**src/rtl/rv32im_types.sv**
```systemverilog
// Shared RV32IM types for the branch reservation station.
//   op_b_jal / op_b_jalr / op_b_br : opcode constants (instr[6:0])
//   rob_tag_t                      : ROB tag, sized for the default ROB depth
//   branch_rs_entry_t              : one reservation-station slot
//   operand_need()                 : {needs_rs2, needs_rs1} decoded from the opcode
package rv32im_types;

  localparam logic [6:0] op_b_jal  = 7'b1101111;
  localparam logic [6:0] op_b_jalr = 7'b1100111;
  localparam logic [6:0] op_b_br   = 7'b1100011;

  // The entry tag fields follow the default ROB depth. A top built with
  // another ROB_DEPTH must change this value to match.
  localparam int rob_depth_def = 4;
  localparam int rob_tag_w     = $clog2(rob_depth_def);

  typedef logic [rob_tag_w-1:0] rob_tag_t;

  typedef struct packed {
    logic        valid;
    logic [31:0] instr;
    logic [31:0] pc;
    logic [31:0] imm;
    rob_tag_t    tag;
    logic        rs1_rdy;
    logic [31:0] rs1_v;
    rob_tag_t    rs1_tag;
    logic        rs2_rdy;
    logic [31:0] rs2_v;
    rob_tag_t    rs2_tag;
  } branch_rs_entry_t;

  // Bit 0: rs1 needed, bit 1: rs2 needed. JAL and non-branch opcodes need none.
  function automatic logic [1:0] operand_need(input logic [6:0] opcode);
    case (opcode)
      op_b_jalr: return 2'b01;
      op_b_br:   return 2'b11;
      default:   return 2'b00;
    endcase
  endfunction

endpackage

```
**src/rtl/rs_operand_wakeup.sv**
```systemverilog
// CDB snoop for one operand slot of one reservation-station entry.
//   valid/rdy/tag/v      : current state of the operand slot
//   cdb_valid/tag/data   : CDB broadcast
//   rdy_nxt/v_nxt        : operand state to register at the next edge
module rs_operand_wakeup #(
  parameter int TW = 2
) (
  input  logic          valid,
  input  logic          rdy,
  input  logic [TW-1:0] tag,
  input  logic [31:0]   v,
  input  logic          cdb_valid,
  input  logic [TW-1:0] cdb_tag,
  input  logic [31:0]   cdb_data,
  output logic          rdy_nxt,
  output logic [31:0]   v_nxt
);

  logic hit;

  // Only a pending operand listens; a ready one keeps its value even if the
  // same tag is broadcast again.
  assign hit     = valid && !rdy && cdb_valid && (tag == cdb_tag);
  assign rdy_nxt = rdy || hit;
  assign v_nxt   = hit ? cdb_data : v;

endmodule

```
**src/rtl/branch_rs_ctrl.sv**
```systemverilog
// In-order reservation station and issue controller for the branch/jump
// comparator. Buffers dispatched ops, snoops the CDB for operands, issues the
// head to the comparator and holds the registered result until granted.
// Ports:
//   clk, rst (async active-high), flush (sync squash)
//   disp_*  : dispatch request and operands; disp_ready = queue not full
//   cdb_in_*: CDB broadcast used for operand wakeup
//   comp_*  : issue strobe/operands out, comparator result in
//   res_*   : registered result, valid/ready handshake to the CDB arbiter
// Build option: define RS_BYPASS_EN to let a CDB broadcast in the dispatch
// cycle satisfy a pending operand of the op being dispatched.
module branch_rs_ctrl
  import rv32im_types::*;
#(
  parameter  int RS_DEPTH  = 4,
  parameter  int ROB_DEPTH = 4,
  localparam int TW        = $clog2(ROB_DEPTH)
) (
  input  logic          clk,
  input  logic          rst,
  input  logic          flush,
  input  logic          disp_valid,
  output logic          disp_ready,
  input  logic [31:0]   disp_instr,
  input  logic [31:0]   disp_pc,
  input  logic [31:0]   disp_imm,
  input  logic [TW-1:0] disp_rob_tag,
  input  logic          disp_rs1_rdy,
  input  logic [31:0]   disp_rs1_v,
  input  logic [TW-1:0] disp_rs1_tag,
  input  logic          disp_rs2_rdy,
  input  logic [31:0]   disp_rs2_v,
  input  logic [TW-1:0] disp_rs2_tag,
  input  logic          cdb_in_valid,
  input  logic [TW-1:0] cdb_in_tag,
  input  logic [31:0]   cdb_in_data,
  output logic          comp_issue,
  output logic [31:0]   comp_rs1_v,
  output logic [31:0]   comp_rs2_v,
  output logic [31:0]   comp_pc,
  output logic [31:0]   comp_imm,
  output logic [31:0]   comp_instr,
  output logic [TW-1:0] comp_tag,
  input  logic [31:0]   comp_cdb_data,
  input  logic [31:0]   comp_pc_next,
  input  logic          comp_resp,
  output logic          res_valid,
  input  logic          res_ready,
  output logic [31:0]   res_data,
  output logic [TW-1:0] res_tag,
  output logic [31:0]   res_pc_next,
  output logic          res_mispredict
);

  localparam int PW = $clog2(RS_DEPTH);

  branch_rs_entry_t entries [RS_DEPTH];
  branch_rs_entry_t new_entry;

  logic [PW:0]   wr_ptr, rd_ptr, count;
  logic [PW-1:0] wr_idx, rd_idx;
  logic          full, push, pop, issue;
  logic [1:0]    need;

  logic [RS_DEPTH-1:0] w1_rdy, w2_rdy;
  logic [31:0]         w1_v [RS_DEPTH];
  logic [31:0]         w2_v [RS_DEPTH];

  assign wr_idx = wr_ptr[PW-1:0];
  assign rd_idx = rd_ptr[PW-1:0];

  // Slot availability comes from the registered count only, so a pop in the
  // same cycle never opens a slot for dispatch.
  assign full       = (count == (PW+1)'(RS_DEPTH));
  assign disp_ready = !full;
  assign push       = disp_valid && !full && !flush;

  assign issue = entries[rd_idx].valid && entries[rd_idx].rs1_rdy &&
                 entries[rd_idx].rs2_rdy && (!res_valid || res_ready) && !flush;
  assign pop   = issue;

  for (genvar g = 0; g < RS_DEPTH; g++) begin : g_wake
    rs_operand_wakeup #(.TW(TW)) u_rs1 (
      .valid     (entries[g].valid),
      .rdy       (entries[g].rs1_rdy),
      .tag       (entries[g].rs1_tag),
      .v         (entries[g].rs1_v),
      .cdb_valid (cdb_in_valid),
      .cdb_tag   (cdb_in_tag),
      .cdb_data  (cdb_in_data),
      .rdy_nxt   (w1_rdy[g]),
      .v_nxt     (w1_v[g])
    );
    rs_operand_wakeup #(.TW(TW)) u_rs2 (
      .valid     (entries[g].valid),
      .rdy       (entries[g].rs2_rdy),
      .tag       (entries[g].rs2_tag),
      .v         (entries[g].rs2_v),
      .cdb_valid (cdb_in_valid),
      .cdb_tag   (cdb_in_tag),
      .cdb_data  (cdb_in_data),
      .rdy_nxt   (w2_rdy[g]),
      .v_nxt     (w2_v[g])
    );
  end

  always_comb begin
    new_entry         = '0;
    need              = operand_need(disp_instr[6:0]);
    new_entry.valid   = 1'b1;
    new_entry.instr   = disp_instr;
    new_entry.pc      = disp_pc;
    new_entry.imm     = disp_imm;
    new_entry.tag     = disp_rob_tag;
    new_entry.rs1_rdy = !need[0] || disp_rs1_rdy;
    new_entry.rs1_v   = disp_rs1_v;
    new_entry.rs1_tag = disp_rs1_tag;
    new_entry.rs2_rdy = !need[1] || disp_rs2_rdy;
    new_entry.rs2_v   = disp_rs2_v;
    new_entry.rs2_tag = disp_rs2_tag;
`ifdef RS_BYPASS_EN
    if (!new_entry.rs1_rdy && cdb_in_valid && (disp_rs1_tag == cdb_in_tag)) begin
      new_entry.rs1_rdy = 1'b1;
      new_entry.rs1_v   = cdb_in_data;
    end
    if (!new_entry.rs2_rdy && cdb_in_valid && (disp_rs2_tag == cdb_in_tag)) begin
      new_entry.rs2_rdy = 1'b1;
      new_entry.rs2_v   = cdb_in_data;
    end
`endif
  end

  always_ff @(posedge clk or posedge rst) begin
    if (rst) begin
      for (int i = 0; i < RS_DEPTH; i++) entries[i] <= '0;
      wr_ptr <= '0;
      rd_ptr <= '0;
      count  <= '0;
    end else if (flush) begin
      for (int i = 0; i < RS_DEPTH; i++) entries[i].valid <= 1'b0;
      wr_ptr <= '0;
      rd_ptr <= '0;
      count  <= '0;
    end else begin
      for (int i = 0; i < RS_DEPTH; i++) begin
        entries[i].rs1_rdy <= w1_rdy[i];
        entries[i].rs1_v   <= w1_v[i];
        entries[i].rs2_rdy <= w2_rdy[i];
        entries[i].rs2_v   <= w2_v[i];
      end
      if (pop)  entries[rd_idx].valid <= 1'b0;
      // push never targets the head slot while it pops: that needs a full queue
      if (push) entries[wr_idx] <= new_entry;
      if (push) wr_ptr <= wr_ptr + (PW+1)'(1);
      if (pop)  rd_ptr <= rd_ptr + (PW+1)'(1);
      case ({push, pop})
        2'b10:   count <= count + (PW+1)'(1);
        2'b01:   count <= count - (PW+1)'(1);
        default: count <= count;
      endcase
    end
  end

  always_comb begin
    comp_issue = 1'b0;
    comp_rs1_v = '0;
    comp_rs2_v = '0;
    comp_pc    = '0;
    comp_imm   = '0;
    comp_instr = '0;
    comp_tag   = '0;
    if (issue) begin
      comp_issue = 1'b1;
      comp_rs1_v = entries[rd_idx].rs1_v;
      comp_rs2_v = entries[rd_idx].rs2_v;
      comp_pc    = entries[rd_idx].pc;
      comp_imm   = entries[rd_idx].imm;
      comp_instr = entries[rd_idx].instr;
      comp_tag   = entries[rd_idx].tag;
    end
  end

  // Result register: an issue with comp_resp refills it even while it drains,
  // giving one op per cycle; non-branch ops pop without producing a result.
  always_ff @(posedge clk or posedge rst) begin
    if (rst) begin
      res_valid      <= 1'b0;
      res_data       <= '0;
      res_tag        <= '0;
      res_pc_next    <= '0;
      res_mispredict <= 1'b0;
    end else if (flush) begin
      res_valid <= 1'b0;
    end else if (issue && comp_resp) begin
      res_valid      <= 1'b1;
      res_data       <= comp_cdb_data;
      res_tag        <= comp_tag;
      res_pc_next    <= comp_pc_next;
      res_mispredict <= (comp_pc_next != comp_pc + 32'd4);
    end else if (res_ready) begin
      res_valid <= 1'b0;
    end
  end

endmodule

```
**config.mk**
```make
export PLATFORM = sky130hd
export DESIGN_NAME = branch_rs_ctrl
export DESIGN_NICKNAME = d
export VERILOG_FILES = /design/src/rtl/rv32im_types.sv /design/src/rtl/rs_operand_wakeup.sv /design/src/rtl/branch_rs_ctrl.sv
export SDC_FILE = /design/constraint.sdc
export NUM_CORES = 2
export LEC_CHECK = 0
export CORE_AREA = 2 2 331 333
export DETAILED_ROUTE_END_ITERATION = 10
export DIE_AREA = 0 0 333 335
export PLACE_DENSITY = 0.64
export SYNTH_ARGS = -nofsm -noshare
export SYNTH_HDL_FRONTEND = slang
export SYNTH_SLANG_ARGS = --single-unit
```
**constraint.sdc**
```tcl
create_clock -name clk -period 30.8 [get_ports clk]
set_input_delay 6.16 -clock clk [delete_from_list [all_inputs] [get_ports clk]]
set_output_delay 6.16 -clock clk [all_outputs]
set_load 0.01 [all_outputs]
```
Word level (Yosys, flattened, before mapping)
Cells that the tools add are included.
{"block": "totals", "regBits": 753, "in_bits": 273, "elab_cells": 181}
{"block": "op_classes", "order_cmp": 4, "n_reduce_logical": 62, "addsub": 5, "n_eq_ne": 14, "mux": 41, "bitwise_logic": 3}
{"cell": "676-bit two-way mux", "n": 3}
{"cell": "676-bit bitwise mux", "n": 2}
{"cell": "169-bit demux with 2-bit select", "n": 2}
{"cell": "169-bit two-way mux", "n": 4}
{"cell": "32-bit two-way mux", "n": 13}
{"cell": "169-bit binary-select mux with 2-bit select", "n": 1}
{"cell": "1-bit logical AND", "n": 33}
{"cell": "32-bit by 3-bit adder with 32-bit output (second input constant)", "n": 1}
{"cell": "32-bit != test", "n": 1}
{"cell": "2-bit equality test", "n": 8}
{"cell": "3-bit two-way mux", "n": 5}
{"cell": "7-bit equality test (second input constant)", "n": 2}
{"cell": "1-bit zero test", "n": 13}
{"cell": "1-bit logical OR", "n": 11}
{"cell": "3-bit by 1-bit adder with 3-bit output (second input constant)", "n": 3}
{"cell": "1-bit two-way mux", "n": 8}
{"cell": "3-bit greater-or-equal comparator (second input constant)", "n": 2}
{"cell": "3-bit by 1-bit less-than comparator with 1-bit output (second input constant)", "n": 2}
{"cell": "2-bit NOT with 3-bit output", "n": 2}
{"cell": "3-bit one-hot mux with 2 select lines", "n": 1}
{"cell": "3-bit nonzero test", "n": 2}
{"cell": "2-bit one-hot mux with 2 select lines", "n": 1}
{"cell": "2-bit nonzero test", "n": 2}
{"cell": "3-bit equality test (second input constant)", "n": 1}
{"cell": "6 further kinds", "n": 6}

Longest topological paths before layout
{"block": "depth", "depth_word": 13, "depth_mapped": 20, "ltp_nobuf": 15}

Hierarchy
A second synthesis with hierarchy kept.
{"block": "hier_totals", "cells_unflattened": 4020, "area_unflattened_um2": 40211.1}
{"mod": "branch_rs_ctrl", "area_each_um2": 35706.7, "cells_per_inst": 3700, "seq_area_each_um2": 18793.0, "n_inst": 1}
{"mod": "rs_operand_wakeup", "area_each_um2": 563.0, "cells_per_inst": 40, "seq_area_each_um2": 0.0, "n_inst": 8}

Worst setup path before layout
Ideal clock, no wire load.
{"block": "synth_path", "path_kind": "input -> output", "start": "in flush", "end": "out comp_imm[0]", "arrival_time_ns": 7.760, "n_path_buf": 5, "path_slack_ns": 16.880, "path_stages": 9, "cell_sequence": "clkbuf_1 -> nor2_2 -> nand3_4 -> inv_2 -> buf_6 -> buf_2 -> clkbuf_1 -> clkbuf_1 -> and2_1"}
{"block": "synth_between", "elab_chain_cells": 3}
{"item": "start: declaration", "line": "branch_rs_ctrl.sv:21", "source": "input logic flush,"}
{"item": "1-bit zero test", "line": "branch_rs_ctrl.sv:79", "source": "entries[rd_idx].rs2_rdy && (!res_valid || res_ready) && !flush;"}
{"item": "1-bit logical AND", "line": "branch_rs_ctrl.sv:79"}
{"item": "32-bit two-way mux", "line": "branch_rs_ctrl.sv:172", "source": "if (issue) begin"}
{"item": "end: declaration", "line": "branch_rs_ctrl.sv:41", "source": "output logic [31:0] comp_imm,"}
Every way passes these cells.

Final worst setup path
{"block": "layout_path", "start": "in flush", "end": "out comp_imm[2]"}
Same word-level chain as after synthesis.

==> flow_summary.toml <==
[timing]
fmax_ghz = 0.0627
final.setup.tns_ns = 0
max_slew_margin_pct = 29.8
final_hold_viol_count = 0
tightest_slew_ns = 1.05
fin_crit_sh_pct = 51.8
setup_viol = 0
fin_crit_ns = 15.95
rsz0062_at_grt = "no"
finalMaxSlewViolations = 0
fin_skew_ns = 0.0538

[worst_setup_path]
critical_path_class = "input pin to output port"
startpoint_type = "input pin"
rrSetupSlack_ns = 24.84
end_kind = "output port"
r2r-end = "res_mispredict"
reg2reg_from = "rd_ptr[0]"
cp_max_fo = 86
crit_arrival_ns = 9.79
worstRegToRegCells = 11
cp_data_required_time_ns = 24.64

[synthesis]
synth-seq-cells = 751
yosys-top-cells-count = "1042 x nand2_1, 751 x dfrtp_1, 282 x nor2_1"
syn_nets = 3892
netlist_instances = 3609
synth_compound_area_share_pct = 8.33
synth_area_leaders = "dfrtp_1 52%, nand2_1 11%, mux4_2 9.1%"
synth-xor-area-share_pct = 1.20
yosys.area.top_type = "dfrtp_1"
synthAdderAreaFrac_pct = 0.365
synth.most_common_cell = "nand2_1"
yosysWarnings = 0
async_flop_share_pct = 100
synthesis.area_um2 = 36400
ys_types = 81
synth_top_family_by_area = "simple AND/OR/NAND/NOR gates"
yosys.area_share.simple_pct = 18.4
synth_ff_type = "dfrtp_1"
synth_mux_area_share_pct = 16.4
syn_avg_cell_area_um2 = 10.1
netlist.area_leader.share_pct = 51.7
synth_edf_count = 0
yosysSeqAreaShare_pct = 51.7

[clocking]
hold_buffers = 0
post-cts-setup-buffers = 0
clock_latency_ns = 0.68
cts_buffers = 87
htree_levels = 3
clk_path_buf_depth = 3
ctsResizeCount = 0
cts-root-buf = "clkbuf_16"
cts_tree = "yes"
clock_sinks = 751
clkTransAtPathRegs_ns = 0.05

[drt]
drt-initial-drc-count = 2694
drc = 0
postRouteAntennaNets = 0
wl_per_cell_um = 22.3
first_pass_iters = 5
vias = 29231
wl_um = 121000
vias_per_cell = 5.36

[hold_path]
holdPathStages = 2
min_path_type = "register to register"
hold-path-endpoint = "entries[626]"
hp-start = "entries[626]"

[power_and_ir_drop]
vdd_drop_max_uv = 52.2
cellPowerDensity_nw_per_um2 = 95.5
p_leak_uw = 0.0201

[floorplan]
initial_core_util_pct = 33.6
core_um2 = 108000
die_width_um = 333
fp.dieArea_um2 = 112000
die_h_um = 335
num_rows = 121
io_pins = 505

[global_route]
grt_overflow_total = 0
grtUsageTotal_pct = 21.5
antenna_found_initial = 40
grt_pass1_vias = 29211
grt_max_degree = 174
grt_pass1_wl_um = 184000

[place]
place_congestion = 0.961
port_buffers = 504
dp_hpwl_um = 73200
dp.cells = 5280

[job]
maxCapViolations = 0

[final_layout]
syn_to_final_growth_pct = 25.2
drive_above_1_share_pct = 13.3
final_net_count = 4238
instances_no_fill = 5452

[run_status]
status = "finished clean"
## flip-flops by register name (all words and copies together), names as in the netlist, 2 cells and up
name and count:
wr_ptr 2, res_tag 2, res_pc_next 32, entries 676, res_data 32, count 3, rd_ptr 2
## worst max-delay path, cell delays in order
cell	delay (ns)
clkdlybuf4s50_1	0.39
buf_4	0.22
nor2_2	0.44
nand3_4	0.38
inv_4	0.61
buf_4	0.60
and2_1	0.24
clkdlybuf4s50_1	0.54
## cell families after synthesis
kind of cell,Yosys count
and+or+nand+nor,1589
DFF,751
AOI/OAI and AO/OA,521
muxes,369
buffers and inverters,320
xor gates and xnor gates,49
adders and majority gates,10
## power by group
part	total (uW)	internal [uW]	switching [uW]
combinational	1570	784	781
clock	1100	657	440
sequential	1680	1440	245
## area by class of cell
type                       instances  area (um2)
antenna                           16        40.0
timing repair buffer             545        5430
fill                           10377       62600
clock buffer                     128        2620
sequential                       751       18800
inverter                          32         135
clock inverter                    28         424
multi-input combinational       2538       16300
tap                             1414        1770
## layout by cell type, fill, tap and decap left out, types with 19 or more instances in the layout
master / instances
o22ai_1: 191
nand2_1: 1038
dfrtp_1: 749
a31oi_1: 38
clkbuf_16: 91
mux2i_1: 41
nor2_1: 282
inv_1: 27
buf_4: 35
xnor2_1: 19
xor2_1: 29
a21oi_1: 242
clkbuf_8: 20
mux2_2: 167
mux4_2: 147
and2_1: 147
clkdlybuf4s50_1: 504
## worst max path at each step
stage	start	to	slack, ns	cells past startpoint
4_1_cts	flush	comp_pc[24]	14.83	9
6_report	flush	comp_imm[2]	14.85	8
2_1_floorplan	rst	count[0]	3.56	1
3_5_place_dp	flush	comp_pc[24]	14.83	9
3_3_place_gp	flush	comp_instr[20]	15.02	8
5_1_grt	flush	comp_pc[24]	14.60	9
## through the flow
stage	utilization [%]	power, uW	area, um2	setup WS, ns	hold WS (ns)
floorplan	-	2650	36400	3.56	0.437
global placement	39.3	3220	42400	15.02	0.450
detailed placement	39.3	3260	42400	14.83	0.456
CTS	42.1	4380	45500	14.83	0.470
global route	42.1	4610	45500	14.60	0.481
finish	42.1	4350	45500	14.85	0.467
## routing by layer
metal / up-vias / share of wire (%) / track usage (%)
met1: 14648 / 42 / 29.3
met5: - / 0.20 / 0
met4: 38 / 3.0 / 7.53
met3: 254 / 8.4 / 5.41
met2: 1210 / 46 / 33.2
li1: 13081 / - / -
No activity file was read; power rests on OpenSTA's default activity.
